--- config.mk ---
export PLATFORM = sky130hd
export DESIGN_NAME = soc_test_monitor
export DESIGN_NICKNAME = d
export VERILOG_FILES = /design/src/rtl/soc_test_monitor.sv
export SDC_FILE = /design/constraint.sdc
export NUM_CORES = 1
export LEC_CHECK = 0
export ABC_AREA = 1
export BUFFER_PORTS_ARGS = -buffer_cell sky130_fd_sc_hd__buf_2
export CAP_MARGIN = 20
export CORE_AREA = 4 4 374 376
export CTS_BUF_LIST = sky130_fd_sc_hd__clkbuf_8 sky130_fd_sc_hd__clkbuf_16
export DETAILED_ROUTE_END_ITERATION = 12
export DIE_AREA = 0 0 378 380
export GPL_TIMING_DRIVEN = 0
export HOLD_SLACK_MARGIN = 0.05
export PLACE_DENSITY_LB_ADDON = 0.08
export SLEW_MARGIN = 20
export SYNTH_ARGS = -nofsm -noshare
export SYNTH_HDL_FRONTEND = slang
export SYNTH_SLANG_ARGS = --single-unit
--- constraint.sdc ---
create_clock -name clk -period 3.5 [get_ports clk]
set_input_delay 0.7 -clock clk [delete_from_list [all_inputs] [get_ports clk]]
set_output_delay 0.7 -clock clk [all_outputs]
set_load 0.02 [all_outputs]
--- src/rtl/soc_test_monitor.sv ---
// Self-checking test monitor: follows retired PCs through a programmed checkpoint list,
// compares masked register values and reports PASS, FAIL or TIMEOUT.
module soc_test_monitor #(
   parameter int XLEN         = 32,
   parameter int NCHK         = 8,
   parameter int IDXW         = 3,
   parameter int CNTW         = 32,
   parameter bit STRICT_ORDER = 1'b1
) (
   input  logic                 clk,
   input  logic                 reset,
   input  logic                 start,
   input  logic [IDXW:0]        chk_num,
   input  logic [NCHK*XLEN-1:0] chk_pc_flat,
   input  logic [NCHK*5-1:0]    chk_reg_flat,
   input  logic [NCHK*XLEN-1:0] chk_val_flat,
   input  logic [NCHK*XLEN-1:0] chk_mask_flat,
   input  logic [CNTW-1:0]      timeout_limit,
   input  logic                 retire_valid,
   input  logic [XLEN-1:0]      retire_pc,
   output logic [4:0]           rf_raddr,
   input  logic [XLEN-1:0]      rf_rdata,
   output logic                 busy,
   output logic                 done,
   output logic                 pass,
   output logic                 fail,
   output logic [1:0]           fail_code,
   output logic [IDXW-1:0]      fail_idx,
   output logic [CNTW-1:0]      cycle_cnt
);

   typedef enum logic [1:0] {S_IDLE, S_RUN, S_PASS, S_FAIL} state_t;

   localparam logic [1:0] FC_NONE    = 2'b00;
   localparam logic [1:0] FC_VALUE   = 2'b01;
   localparam logic [1:0] FC_ORDER   = 2'b10;
   localparam logic [1:0] FC_TIMEOUT = 2'b11;

   // status flag encoding: {busy, done, pass, fail}
   localparam logic [3:0] FL_IDLE = 4'b0000;
   localparam logic [3:0] FL_RUN  = 4'b1000;
   localparam logic [3:0] FL_PASS = 4'b0110;
   localparam logic [3:0] FL_FAIL = 4'b0101;

   state_t            state_q;
   logic [3:0]        flags_q;
   logic [IDXW-1:0]   idx_q;
   logic [CNTW-1:0]   cnt_q;
   logic [CNTW-1:0]   cnt_d;
   logic [1:0]        fail_code_q;
   logic [IDXW-1:0]   fail_idx_q;

   logic [XLEN-1:0]   cur_pc_s;
   logic [XLEN-1:0]   cur_val_s;
   logic [XLEN-1:0]   cur_mask_s;
   logic [IDXW:0]     idx_ext_s;
   logic [IDXW:0]     j_s;
   logic              hit_s;
   logic              match_s;
   logic              last_s;
   logic              ooo_s;
   logic              timeout_s;

   assign rf_raddr = chk_reg_flat[idx_q*5 +: 5];

   // Decode the current checkpoint and the events that can end this cycle of the run.
   always_comb begin
      cur_pc_s   = chk_pc_flat[idx_q*XLEN +: XLEN];
      cur_val_s  = chk_val_flat[idx_q*XLEN +: XLEN];
      cur_mask_s = chk_mask_flat[idx_q*XLEN +: XLEN];
      idx_ext_s  = {1'b0, idx_q};
      hit_s      = retire_valid && (retire_pc == cur_pc_s);
      match_s    = ((rf_rdata ^ cur_val_s) & cur_mask_s) == {XLEN{1'b0}};
      last_s     = (idx_ext_s + (IDXW+1)'(1)) == chk_num;
      timeout_s  = (timeout_limit != {CNTW{1'b0}}) &&
                   (cnt_q == (timeout_limit - CNTW'(1)));
      cnt_d      = (&cnt_q) ? cnt_q : (cnt_q + CNTW'(1));
      ooo_s      = 1'b0;
      j_s        = {(IDXW+1){1'b0}};
      // A later active checkpoint retiring early means the program skipped one.
      for (int j = 0; j < NCHK; j++) begin
         j_s = (IDXW+1)'(j);
         if (STRICT_ORDER && retire_valid && !hit_s && (j_s > idx_ext_s) &&
             (j_s < chk_num) && (retire_pc == chk_pc_flat[j*XLEN +: XLEN])) begin
            ooo_s = 1'b1;
         end else begin
            ooo_s = ooo_s;
         end
      end
   end

   // Run-control state machine with registered status outputs.
   always_ff @(posedge clk or posedge reset) begin
      if (reset) begin
         state_q     <= S_IDLE;
         flags_q     <= FL_IDLE;
         idx_q       <= {IDXW{1'b0}};
         cnt_q       <= {CNTW{1'b0}};
         fail_code_q <= FC_NONE;
         fail_idx_q  <= {IDXW{1'b0}};
      end else begin
         case (state_q)
            S_IDLE, S_PASS, S_FAIL: begin
               if (start) begin
                  idx_q       <= {IDXW{1'b0}};
                  cnt_q       <= {CNTW{1'b0}};
                  fail_code_q <= FC_NONE;
                  fail_idx_q  <= {IDXW{1'b0}};
                  if (chk_num == {(IDXW+1){1'b0}}) begin
                     state_q <= S_PASS;
                     flags_q <= FL_PASS;
                  end else begin
                     state_q <= S_RUN;
                     flags_q <= FL_RUN;
                  end
               end
            end
            S_RUN: begin
               cnt_q <= cnt_d;
               if (hit_s) begin
                  if (!match_s) begin
                     state_q     <= S_FAIL;
                     flags_q     <= FL_FAIL;
                     fail_code_q <= FC_VALUE;
                     fail_idx_q  <= idx_q;
                  end else if (last_s) begin
                     state_q <= S_PASS;
                     flags_q <= FL_PASS;
                  end else begin
                     idx_q <= idx_q + IDXW'(1);
                  end
               end else if (ooo_s) begin
                  state_q     <= S_FAIL;
                  flags_q     <= FL_FAIL;
                  fail_code_q <= FC_ORDER;
                  fail_idx_q  <= idx_q;
               end else if (timeout_s) begin
                  state_q     <= S_FAIL;
                  flags_q     <= FL_FAIL;
                  fail_code_q <= FC_TIMEOUT;
                  fail_idx_q  <= idx_q;
               end
            end
            default: begin
               state_q <= S_IDLE;
               flags_q <= FL_IDLE;
            end
         endcase
      end
   end

   assign busy      = flags_q[3];
   assign done      = flags_q[2];
   assign pass      = flags_q[1];
   assign fail      = flags_q[0];
   assign fail_code = fail_code_q;
   assign fail_idx  = fail_idx_q;
   assign cycle_cnt = cnt_q;

endmodule

* Word-level counts from Yosys, hierarchy flattened
Cells that the tools add are included.
** Cells by class
- $add $sub $neg :: 4
- Multipliers :: 1
- Div/mod/pow operators :: 0
- $lt $le $gt $ge :: 14
- Equality and inequality tests :: 21
- Shift operators :: 4
- Mux-type cells :: 41
- Bitwise gates (word level) :: 2
- Reductions and logical operators :: 35
** Operators with widths (number)
- $shiftx 256x9->32 :: 3
- $eq 32x32->1 :: 9
- $mux 32 :: 2
- $pmux 32 s2 :: 1
- $shiftx 40x7->5 :: 1
- $add 32x1->32 const B :: 1
- $and 32x32->32 :: 1
- $logic_not 32->1 :: 1
- $reduce_and 32->1 :: 1
- $reduce_bool 32->1 :: 1
- $sub 32x1->32 const B :: 1
- $xor 32x32->32 :: 1
- $mux 4 :: 7
- $logic_and 1x1->1 :: 24
- $mux 3 :: 8
- $mux 2 :: 11
- $lt 3x4->1 const A :: 4
- $gt 3x3->1 const A :: 4
- $pmux 3 s2 :: 2
- $ne 2x2->1 const B :: 5
- $lt 2x4->1 const A :: 2
- $ne 4x4->1 const B :: 2
- $pmux 2 s2 :: 2
- $pmux 4 s2 :: 1
- 18 further kinds :: 27
** Word-level totals
- Flip-flop bits (word level) :: 46
- Bits in latches :: 0
- Memory bits (writable) :: 0
- Bits in read-only memories :: 0
- Bits of input ports :: 912
- Output and inout port bits :: 46
- Logic and storage cells :: 128
- Memories kept :: 0

* Depth between registers and ports, before layout
Gate-level depths: netlist of the first run.
- Word-level depth :: 18
- Mapped depth :: 23
- Depth with buffers taken out :: 21

* Least setup slack after synthesis of the first run
Ideal clock, no wire load.
- Path type :: flip-flop to flip-flop
- From :: reg idx_q[0]
- To :: reg state_q[0]
- Setup time :: 0.117 ns
- Arrival time :: 2.493 ns
- Data required time :: 3.383 ns
- Path slack :: 0.890 ns
- Stages on the path, launching flop included :: 15
- Path buffers :: 5
- Clock period less this slack :: 2.610 ns
- Cells stage by stage :: dfrtp_1 buf_6 inv_4 buf_6 buf_4 buf_2 clkbuf_1 ha_1 xor2_1 nor4_1 nor2_1 nand2_2 nand4_1 nor2_1 nor2_2
** Between the ends
- Cells in the longest elaborated chain, start to end :: 18
- Elaborated cells on any way between the ends :: 54
- Classes of those cells :: add/sub (1); order compare (7); eq/ne (4); shift (3); mux (11); bitwise (2); reduce/logical (26)
** Ends and longest elaborated chain
- from (decl) :: RTL line 47 : logic [IDXW-1:0] idx_q;
- from (signal assigned) :: RTL line 97 : idx_q <= {IDXW{1'b0}};
- from (signal assigned) :: RTL line 105 : idx_q <= {IDXW{1'b0}};
- from (signal assigned) :: RTL line 130 : idx_q <= idx_q + IDXW'(1);
- $shiftx 256x9->32 :: RTL line 68 : cur_pc_s = chk_pc_flat[idx_q*XLEN +: XLEN];
- $eq 32x32->1 :: RTL line 72 : hit_s = retire_valid && (retire_pc == cur_pc_s);
- $logic_and 1x1->1 :: RTL line 72
- $logic_not 1->1 :: RTL line 83 : if (STRICT_ORDER && retire_valid && !hit_s && (j_s > idx_ext_s) &&
- $logic_and 1x1->1 (3 in a row) :: RTL line 83
- $logic_and 1x1->1 :: RTL line 84 : (j_s < chk_num) && (retire_pc == chk_pc_flat[j*XLEN +: XLEN])) begin
- $mux 1 (7 in a row) :: RTL line 83
- $mux 2 :: RTL line 132 : end else if (ooo_s) begin
- $mux 2 :: RTL line 120 : if (hit_s) begin
- $pmux 2 s2 :: RTL line 102 : case (state_q)
- to (signal assigned) :: RTL line 122 : state_q <= S_FAIL;
- to (signal assigned) :: RTL line 133 : state_q <= S_FAIL;
- to (signal assigned) :: RTL line 138 : state_q <= S_FAIL;
- to (decl) :: RTL line 45 : state_t state_q;
Parallel ways exist; a longest one is shown, timed or not.
A chain may end at the register's enable or synchronous reset.

* Worst setup path after layout of the first run
- From :: in retire_pc[9]
- To :: reg state_q[0]
** Between the ends
- Cells in the longest elaborated chain, start to end :: 17
- Elaborated cells on any way between the ends :: 45
- Classes of those cells :: eq/ne (10); mux (10); reduce/logical (25)
** Ends and longest elaborated chain
- from (decl) :: RTL line 20 : input logic [XLEN-1:0] retire_pc,
- $eq 32x32->1 :: RTL line 72
- $logic_and 1x1->1 :: RTL line 72
- $logic_not 1->1 :: RTL line 83
- $logic_and 1x1->1 (3 in a row) :: RTL line 83
- $logic_and 1x1->1 :: RTL line 84
- $mux 1 (7 in a row) :: RTL line 83
- $mux 2 :: RTL line 132
- $mux 2 :: RTL line 120
- $pmux 2 s2 :: RTL line 102
Parallel ways exist; a longest one is shown, timed or not.

==> impl_metrics.py, run 1 <==
metrics = {
    "outcome": {
        "status": "finished, violations left",
        "violations": "setup timing",
    },
    "cts": {
        "clk_pin_slew_ns": 0.07,
        "cts.root.buffer_cell": "clkbuf_16",
        "cts_tree": "built",
        "max-clock-path-buffers": 2,
        "clk_latency_ns": 0.31,
        "cts_sinks": 45,
        "cts_inserted_buffers": 5,
        "cts_max_level": 2,
    },
    "critical_path": {
        "crit_required_ns": 3.70,
        "crit_path_top_delay_cell": "clkbuf_1",
        "critPathTopFamily": "simple AND/OR/NAND/NOR gates",
        "crit_buf_inv": 2,
        "arrival_ns": 3.75,
        "crit_fanout": 10,
        "timing.rr.end": "state_q[0]",
        "ff2ff_path_depth": 21,
        "cp_cell_sequence": "clkbuf_1 -> inv_1 -> nand2_1 -> nand4_1 -> nor2_1 -> nand2_1 -> nor2_1 -> nand3_1 -> nand2_1 -> nor2_2 -> nand3_1 -> nand3_2 -> nand3_2 -> nand4_1 -> nor2_1 -> nor2_2",
        "cp-end-kind": "flop",
        "critPathLaunch": "retire_pc[9]",
        "critical_path_class": "in -> reg",
        "slowest_delay_ns": 0.61,
        "crit_cells": 16,
        "worstReg2RegStart": "idx_q[0]",
        "critPathCapture": "state_q[0]",
        "cp-start-kind": "primary input",
        "r2r_slack_ns": 0.12,
    },
    "detailed_routing": {
        "num_vias": 26680,
        "wl_per_cell_um": 30.97,
        "drtAntennaViolNets": 0,
        "drt_iter0_drc": 1718,
        "viasPerCell": 4.343,
        "drtPass1Iterations": 5,
        "routed_wl_mm": 190.3,
        "drc_errors": 0,
    },
    "synth": {
        "ys.flop_type": "dfrtp_1",
        "synth_edf_count": 0,
        "ys_seq_area_share_pct": 7.038,
        "syn_area_per_cell_um2": 4.753,
        "synth_xor_area_share_pct": 5.615,
        "synth.mux.area_fraction_pct": 0,
        "synth_fa_ha_area_share_pct": 0.4692,
        "synth_top_area_share_pct": 28.34,
        "synth.top_cells.by_count": "1208 x nand2_1, 488 x nor2_1, 457 x inv_1",
        "postSynth.asyncResetShare_pct": 100.0,
        "syn_inst": 3366,
        "synth_seq_cells": 45,
        "synth_compound_area_share_pct": 13.52,
        "synth_top_family_by_area": "simple AND/OR/NAND/NOR gates",
        "synth-simple-area-share_pct": 56.94,
        "netlist_area_um2": 16000,
        "ys_top_cells_by_area": "nand2_1 28%, nor2_1 11%, inv_1 11%, nand3_1 11%, dfrtp_1 7.0%",
        "netlist.top_cell.by_area": "nand2_1",
        "synth.distinct_cells": 49,
        "syn_nets": 4284,
        "synth_most_common_cell": "nand2_1",
        "yosys_warnings": 0,
    },
    "sta": {
        "drv_slew": 0,
        "worstMarginPinSlew_ns": 0.9731,
        "fmax_mhz": 281.3,
        "setup_ws_ns": -0.05496,
        "rsz0062_at_grt": "true",
        "period_share_pct": 101.6,
        "setup_viol": 4,
        "report.final.hold_viol_count": 0,
        "period_minus_slack_ns": 3.555,
        "skew_ns": 0.01637,
        "fin_tns_setup_ns": -0.06770,
        "relSlewSlack_pct": 35.13,
    },
    "die": {
        "fp.dieArea_um2": 143600,
        "core_area_um2": 136800,
        "initial_core_util_pct": 11.69,
        "pin_count": 958,
        "num_rows": 136,
        "die_w_um": 378,
        "dieHeight_um": 380,
    },
    "global_route": {
        "grt_pass1_wl_mm": 245.2,
        "first_global_vias": 26990,
        "grt_max_degree": 46,
        "gr-usage-all-layers_pct": 25.19,
        "antenna_found_initial": 140,
        "overflow": 0,
    },
    "power": {
        "power_frac_comb_pct": 65.8,
        "p_clk_share_pct": 17.7,
        "p_leak_nw": 13.11,
        "p_per_area_nw_per_um2": 156.8,
        "internal_power_mw": 1.822,
        "ir_drop_uv": 183.8,
        "power.switching_mw": 1.917,
        "swShare_pct": 51.28,
        "p_seq_share_pct": 16.5,
    },
    "cells_and_area": {
        "drive_gt1_share_pct": 27.40,
        "layoutNonFillerInstCount": 6144,
        "final_nets": 5223,
        "area_growth_pct": 49.02,
    },
    "job": {
        "drv_cap": 0,
    },
    "placement": {
        "io_buffers": 926,
        "place.gp.congestion": 0.9701,
        "dp.cells": 6086,
        "dp.final_hpwl_mm": 166.6,
        "pre_cts_slack_ns": -1.503,
    },
    "min_path": {
        "min_path_type": "in -> async",
    },
}
-- power by group through the flow --
stage	registers [mW]	clock network (mW)	logic, mW
global placement	0.631	0	2.44
detailed placement	0.630	0	2.44
finish	0.617	0.660	2.46
CTS	0.619	0.686	2.46
global route	0.625	0.702	2.66
floorplan	0.672	0	0.992
-- stage by stage --
| stage | util, % | hold slack, ns | instance area, um^2 | total power, mW |
|---|---|---|---|---|
| 2_1_floorplan | - | 0.5512 | 16000 | 1.664 |
| 3_3_place_gp | 16.72 | 0.4606 | 22880 | 3.069 |
| 3_5_place_dp | 16.73 | 0.4616 | 22890 | 3.068 |
| 4_1_cts | 17.18 | 0.4806 | 23510 | 3.764 |
| 5_1_grt | 17.37 | 0.4962 | 23760 | 3.988 |
| 6_report | 17.43 | 0.4685 | 23840 | 3.739 |
-- worst reg2reg max path: stages, from the launching register on --
cell and delay, ns:
dfrtp_2 0.41, buf_6 0.15, inv_4 0.06, buf_6 0.16
buf_8 0.19, buf_6 0.17, clkbuf_16 0.20, ha_4 0.21
nand2_2 0.12, o21ai_0 0.09, nor2_1 0.22, nand2_1 0.08
nor2_1 0.13, nand4_1 0.11, nand2_1 0.10, nor2_2 0.06
nand3_1 0.09, nand3_2 0.15, nand3_2 0.13, nand4_1 0.23
nor2_1 0.19, nor2_2 0.04
-- final cells by class --
cell class	count	area, um^2
fill	16730	113000
multi-input combinational	2682	12470
timing repair buffer	936	4733
tap	1794	2245
inverter	467	1772
buffer	168	1192
sequential	45	1129
clock buffer	5	125.1
antenna	44	110.1
clock inverter	3	68.82
-- cell families after synthesis --
| family | after synthesis |
|---|---|
| AND/OR/NAND/NOR | 2202 |
| buffers and inverters | 639 |
| AO/OA/AOI/OAI | 373 |
| XOR/XNOR | 101 |
| flip-flops | 45 |
| adder cells (fa/ha/maj) | 6 |
-- registers in the layout, summed over array words and instances (netlist names) --
| signal | cells |
|---|---|
| fail_code | 2 |
| flags_q | 4 |
| cycle_cnt | 32 |
| fail_idx | 3 |
| state_q | 1 |
| idx_q | 3 |
-- what timing repair did --
item	in CTS	in global routing
hold buffers	0	0
gates resized for setup	137	77
endpoints found under the setup margin	20	16
pin swaps	6	13
buffers inserted	5	5
-- worst min-delay path by stage --
| stage | startpoint | to | slack, ns | depth (start not counted) |
|---|---|---|---|---|
| 6_report | reset | cycle_cnt[27] | 0.47 | 2 |
| 5_1_grt | fail_idx[0] | fail_idx[0] | 0.50 | 2 |
| 4_1_cts | fail_idx[0] | fail_idx[0] | 0.48 | 2 |
| 3_5_place_dp | fail_idx[0] | fail_idx[0] | 0.46 | 2 |
| 3_3_place_gp | fail_idx[0] | fail_idx[0] | 0.46 | 2 |
| 2_1_floorplan | state_q[0] | state_q[0] | 0.55 | 4 |
-- layout by cell type, fill, tap and decap left out, types with 22 or more instances in the layout --
| cell | n |
|---|---|
| buf_2 | 961 |
| diode_2 | 44 |
| clkbuf_2 | 22 |
| nand3_1 | 336 |
| a21oi_1 | 29 |
| clkbuf_1 | 24 |
| xor2_1 | 60 |
| dfrtp_1 | 43 |
| buf_4 | 46 |
| nor3_1 | 32 |
| nand4_1 | 57 |
| nor2_1 | 471 |
| xnor2_1 | 40 |
| o21ai_1 | 45 |
| o21ai_0 | 150 |
| nand2_1 | 1200 |
| o22ai_1 | 63 |
| inv_1 | 455 |
| clkbuf_4 | 22 |
| o211ai_1 | 46 |
-- layer usage --
| layer | track usage [%] | wire length, um | vias up |
|---|---|---|---|
| li1 | - | - | 12480 |
| met1 | 28.85 | 73750 | 12570 |
| met2 | 47.63 | 96910 | 1241 |
| met3 | 4.115 | 11920 | 347 |
| met4 | 6.997 | 7435 | 44 |
| met5 | 0 | 266 | - |
Note: power is estimated with default switching activity, not from simulation.
==> inputs of run 2 (changes only) <==
- PLACE_DENSITY: default -> 0.31
- PLACE_DENSITY_LB_ADDON: 0.08 -> default
==> run 2 against run 1 <==
Non-clock buffer count is 26 higher. Clock skew is 0.0033 ns lower. Via count increased by 1.6%. Die area is the same. The run still ends with setup timing left. Worst hold slack hardly changed. Largest cell class unchanged.
==> impl_metrics.py, run 2 (synthesis gave the netlist of run 1 again) <==
metrics = {
    "critical_path": {
        "worstReg2RegStart": "idx_q[2]",
        "r2r_slack_ns": 0.11,
        "crit_fanout": 10,
        "arrival_ns": 3.75,
        "critPathTopFamily": "simple AND/OR/NAND/NOR gates",
        "crit_required_ns": 3.69,
        "critical_path_class": "in -> reg",
        "ff2ff_path_depth": 20,
        "slowest_delay_ns": 0.60,
        "cp-start-kind": "primary input",
        "cp_cell_sequence": "clkdlybuf4s15_1 -> inv_1 -> o22ai_1 -> nor2_1 -> nand2_1 -> nor2_1 -> nand3_1 -> nor2_1 -> nor2_1 -> nand3_1 -> nand3_2 -> nand3_2 -> nand4_1 -> nor2_1 -> nor2_2",
        "crit_buf_inv": 2,
        "cp-end-kind": "flop",
        "timing.rr.end": "state_q[0]",
        "crit_path_top_delay_cell": "inv_1",
        "crit_top_cell": "nor2_1",
    },
    "cells_and_area": {
        "layout_commonest_cell": "nand2_1",
        "largest_register_ffs": 32,
        "fin_area_um2": 24260,
        "area_growth_pct": 51.63,
        "drive_gt1_share_pct": 27.59,
        "final_cell_mix": "1201 x nand2_1, 962 x buf_2, 476 x nor2_1, 456 x inv_1, 334 x nand3_1",
        "final_nets": 5249,
        "final_core_util_pct": 17.73,
        "multi_input_area_um2": 12460,
        "seq_area_um2": 1127,
        "n_fill_cell": 16760,
        "layoutNonFillerInstCount": 6158,
    },
    "power": {
        "internal_power_mw": 1.758,
        "total_power_mw": 3.696,
        "ir_drop_uv": 164.6,
        "p_clk_share_pct": 15.5,
        "swShare_pct": 52.45,
        "p_seq_share_pct": 16.8,
        "p_leak_nw": 13.35,
        "power_frac_comb_pct": 67.7,
        "p_per_area_nw_per_um2": 152.3,
        "power.switching_mw": 1.938,
    },
    "die": {
        "core_area_um2": 136800,
        "fp.dieArea_um2": 143600,
        "dieHeight_um": 380,
        "initial_core_util_pct": 11.69,
        "num_rows": 136,
        "pin_count": 958,
        "die_w_um": 378,
    },
    "cts": {
        "cts_sinks": 45,
        "cts_inserted_buffers": 5,
        "cts.root.buffer_cell": "clkbuf_16",
        "hold_buffers": 0,
        "cts_tree": "built",
        "clk_pin_slew_ns": 0.07,
        "max-clock-path-buffers": 2,
        "cts_max_level": 2,
        "clk_latency_ns": 0.31,
    },
    "detailed_routing": {
        "num_vias": 27120,
        "drtAntennaViolNets": 0,
        "routed_wl_mm": 191.6,
        "viasPerCell": 4.404,
        "wl_per_cell_um": 31.12,
        "drtPass1Iterations": 6,
        "drc_errors": 0,
        "drt_iter0_drc": 2405,
    },
    "sta": {
        "setup_ws_ns": -0.05639,
        "report.final.hold_viol_count": 0,
        "period_share_pct": 101.6,
        "drv_slew": 0,
        "fmax_mhz": 281.2,
        "rsz0062_at_grt": "true",
        "worstMarginPinSlew_ns": 0.9846,
        "skew_ns": 0.01310,
        "fin_tns_setup_ns": -0.08990,
        "setup_viol": 6,
        "period_minus_slack_ns": 3.556,
        "holdWs_ns": 0.4684,
        "relSlewSlack_pct": 34.36,
    },
    "placement": {
        "dp.cells": 6087,
        "place.gp.congestion": 0.9852,
        "dp.final_hpwl_mm": 167.8,
        "placed_cell_area_um2": 22890,
        "io_buffers": 926,
        "pre_cts_slack_ns": -1.485,
    },
    "global_route": {
        "grt_max_degree": 46,
        "overflow": 0,
        "grt_pass1_wl_mm": 245.4,
        "antenna_found_initial": 121,
        "gr-usage-all-layers_pct": 25.35,
        "first_global_vias": 26610,
    },
    "job": {
        "drv_cap": 0,
    },
    "min_path": {
        "min_to": "fail_idx[0]",
        "min_from": "fail_idx[0]",
        "min_path_type": "reg -> reg",
        "hold_path_depth": 2,
    },
    "outcome": {
        "status": "finished, violations left",
        "violations": "setup timing",
    },
}
-- run 2: cell count changes in the layout (fill, tap and decap cells not counted), sizes merged --
cell,change
clkdlybuf4s15,+1
bufinv,-1
clkinvlp,-1
buf,+38
diode,-12
inv,-1
clkinv,+3
clkbuf,-13
-- run 2: tightest hold or removal path: cells and delay by family (launching register included) --
kind | cells | cell delay, ns
flops | 1 | 0.34
simple gates | 2 | 0.10
-- run 2: worst max-delay path by stage --
stage                 start    endpoint  slack [ns]  cells past startpoint
2_1_floorplan      idx_q[0]  state_q[0]        0.89                     14
3_3_place_gp       idx_q[1]  state_q[0]       -1.50                     19
3_5_place_dp       idx_q[1]  flags_q[3]       -1.49                     19
4_1_cts            idx_q[0]  state_q[0]      0.0002                     19
5_1_grt            idx_q[2]  state_q[0]       -0.04                     20
6_report       retire_pc[3]  state_q[0]       -0.06                     15
-- run 2: what timing repair did --
item | 4_1_cts | 5_1_grt
pin swaps | 15 | 18
gates resized for setup | 188 | 66
buffers inserted | 19 | 17
cloned | 0 | 1
setup endpoints to repair | 18 | 25
-- run 2: power by group through the flow --
stage / clock network, mW / registers (mW) / logic [mW]
floorplan: 0 / 0.672 / 0.992
global placement: 0 / 0.631 / 2.43
detailed placement: 0 / 0.631 / 2.44
CTS: 0.594 / 0.622 / 2.47
global route: 0.615 / 0.625 / 2.68
finish: 0.574 / 0.621 / 2.50
-- run 2: per-layer routing --
metal / track usage [%] / vias to the layer above / wire [um]
met5: 0 / - / 256
met3: 4.219 / 350 / 11640
li1: - / 12520 / -
met1: 29.55 / 12800 / 75310
met4: 9.760 / 42 / 8879
met2: 45.93 / 1415 / 95550
-- run 2: area by class of cell --
cell class                      instances  area share [%]
Antenna cell                           32          0.3301
Clock buffer                            5          0.5158
Clock inverter                          3          0.1908
Inverter                              467           7.360
Sequential cell                        45           4.647
Buffer                                166           5.663
Tap cell                             1794           9.253
Multi-Input combinational cell       2682           51.36
Timing Repair Buffer                  964           20.68
==> inputs of run 3 (changes only) <==
- SKIP_LAST_GASP: default -> 1
- clock period: 3.5 -> 3.7 ns (I/O delays scaled with it)
==> run 3 against run 2 <==
Cell count down 0.44%. Sequential share of layout area is 0.12 points higher. The run still ends with setup timing left. Clock power fell by 4.7%. Count of clock-buffer cells in the layout did not move. Critical path depth is 1 higher. Combinational power is 6% lower. Wire length decreased by 0.16%. Worst setup slack worse by 0.040 ns. Final area fell by 2.4%.
==> impl_metrics.py, run 3 (synthesis gave the netlist of run 1 again) <==
metrics = {
    "cells_and_area": {
        "largest_register_ffs": 32,
        "drive_gt1_share_pct": 26.75,
        "layout_commonest_cell": "nand2_1",
        "area_growth_pct": 48.03,
        "n_fill_cell": 16790,
        "fin_area_um2": 23680,
        "final_core_util_pct": 17.31,
        "final_nets": 5224,
        "final_cell_mix": "1204 x nand2_1, 971 x buf_2, 480 x nor2_1, 456 x inv_1, 339 x nand3_1",
        "layoutNonFillerInstCount": 6131,
    },
    "cts": {
        "cts_inserted_buffers": 5,
        "cts_sinks": 45,
        "cts.root.buffer_cell": "clkbuf_16",
        "cts_max_level": 2,
        "cts_tree": "built",
        "max-clock-path-buffers": 2,
        "clk_pin_slew_ns": 0.07,
        "clk_latency_ns": 0.31,
    },
    "critical_path": {
        "cp-start-kind": "primary input",
        "crit_top_cell": "nor2_1",
        "cp_cell_sequence": "clkbuf_1 -> inv_1 -> nand2_1 -> nand4_1 -> nor2_1 -> nand2_1 -> nor2_1 -> nand3_1 -> nand2_1 -> nor2_1 -> nand3_1 -> nand3_1 -> nand3_2 -> nand4_1 -> nor2_1 -> nor2_2",
        "cp-end-kind": "flop",
        "crit_buf_inv": 2,
        "critPathTopFamily": "simple AND/OR/NAND/NOR gates",
        "arrival_ns": 3.98,
        "critical_path_class": "in -> reg",
        "crit_path_top_delay_cell": "clkbuf_1",
        "crit_fanout": 10,
        "slowest_delay_ns": 0.69,
        "crit_required_ns": 3.89,
    },
    "power": {
        "p_per_area_nw_per_um2": 146.7,
        "p_leak_nw": 13.09,
        "ir_drop_uv": 154.9,
    },
    "die": {
        "num_rows": 136,
        "dieHeight_um": 380,
        "fp.dieArea_um2": 143600,
        "die_w_um": 378,
        "initial_core_util_pct": 11.69,
        "core_area_um2": 136800,
        "pin_count": 958,
    },
    "job": {
        "drv_cap": 0,
    },
    "global_route": {
        "grt_pass1_wl_mm": 245.3,
        "grt_max_degree": 46,
        "first_global_vias": 26560,
        "gr-usage-all-layers_pct": 25.34,
        "antenna_found_initial": 123,
        "overflow": 0,
    },
    "sta": {
        "drv_slew": 0,
        "period_minus_slack_ns": 3.796,
        "relSlewSlack_pct": 34.12,
        "period_share_pct": 102.6,
        "setup_ws_ns": -0.09612,
        "worstMarginPinSlew_ns": 0.9882,
        "fmax_mhz": 263.4,
        "skew_ns": 0.01499,
        "fin_tns_setup_ns": -0.2205,
        "rsz0062_at_grt": "true",
        "setup_viol": 8,
        "report.final.hold_viol_count": 0,
        "holdWs_ns": 0.4706,
    },
    "detailed_routing": {
        "drtAntennaViolNets": 0,
        "num_vias": 26910,
        "routed_wl_mm": 191.3,
        "drc_errors": 0,
        "drt_iter0_drc": 2340,
        "drtPass1Iterations": 6,
        "wl_per_cell_um": 31.21,
        "viasPerCell": 4.389,
    },
    "placement": {
        "dp.final_hpwl_mm": 167.8,
        "placed_cell_area_um2": 22890,
        "place.gp.congestion": 0.9852,
        "io_buffers": 926,
        "dp.cells": 6087,
    },
    "min_path": {
        "min_path_type": "reg -> reg",
    },
    "outcome": {
        "violations": "setup timing",
        "status": "finished, violations left",
    },
}
-- run 3: cell types whose count changed in the layout (fill, tap and decap cells not counted), sizes merged --
cell / delta
buf: -37
clkbuf: +13
diode: -2
clkdlybuf4s15: -1
clkinv: -1
inv: +1
-- run 3: final timing paths --
kind,slack [ns],start,end,cells after the start
min reg2reg,0.47,fail_idx[0],fail_idx[0],2
max in group asynchronous,2.68,reset,idx_q[1],2
max reg2reg,0.16,cycle_cnt[24],cycle_cnt[27],11
min,0.47,fail_idx[0],fail_idx[0],2
max,-0.1,retire_pc[3],state_q[0],16
min in group asynchronous,0.53,reset,cycle_cnt[27],2
-- run 3: tightest hold or removal path, stage by stage, from the launching register on --
cell and delay (ns):
dfrtp_1 0.34, nand2_1 0.06, nand2_1 0.05
-- run 3: metrics by stage --
stage / worst slack (ns) / total power [mW]
global route: -0.01936 / 3.681
global placement: -1.298 / 2.898
detailed placement: -1.285 / 2.905
floorplan: 1.054 / 1.574
CTS: -0.006957 / 3.477
finish: -0.09612 / 3.474
-- run 3: area by class of cell --
cell class	count	area (um^2)	share of cell area (%)
multi-input combinational	2682	12340	52.10
timing repair buffer	937	4758	20.09
tap	1794	2245	9.478
inverter	467	1770	7.476
buffer	168	1195	5.045
sequential	45	1129	4.765
clock buffer	5	125.1	0.5283
antenna	30	75.07	0.3170
clock inverter	3	46.29	0.1955
-- run 3: metal layers --
| layer | global-route usage [%] | wire length (um) |
|---|---|---|
| met1 | 29.73 | 75080 |
| met3 | 4.043 | 11740 |
| met5 | 0 | 307 |
| met4 | 9.674 | 8685 |
| met2 | 45.87 | 95510 |
-- run 3: power by group --
group / switching, mW / internal [mW]
Sequential: 0.0467 / 0.541
Combinational: 1.55 / 0.790
Clock: 0.226 / 0.321
Total: 1.82 / 1.65
-- run 3: timing repair --
action                     CTS  global route
resized for setup          113            52
pin swaps                   10             7
setup endpoints to repair   18            15
hold buffers                 0             0
buffers inserted             9             1
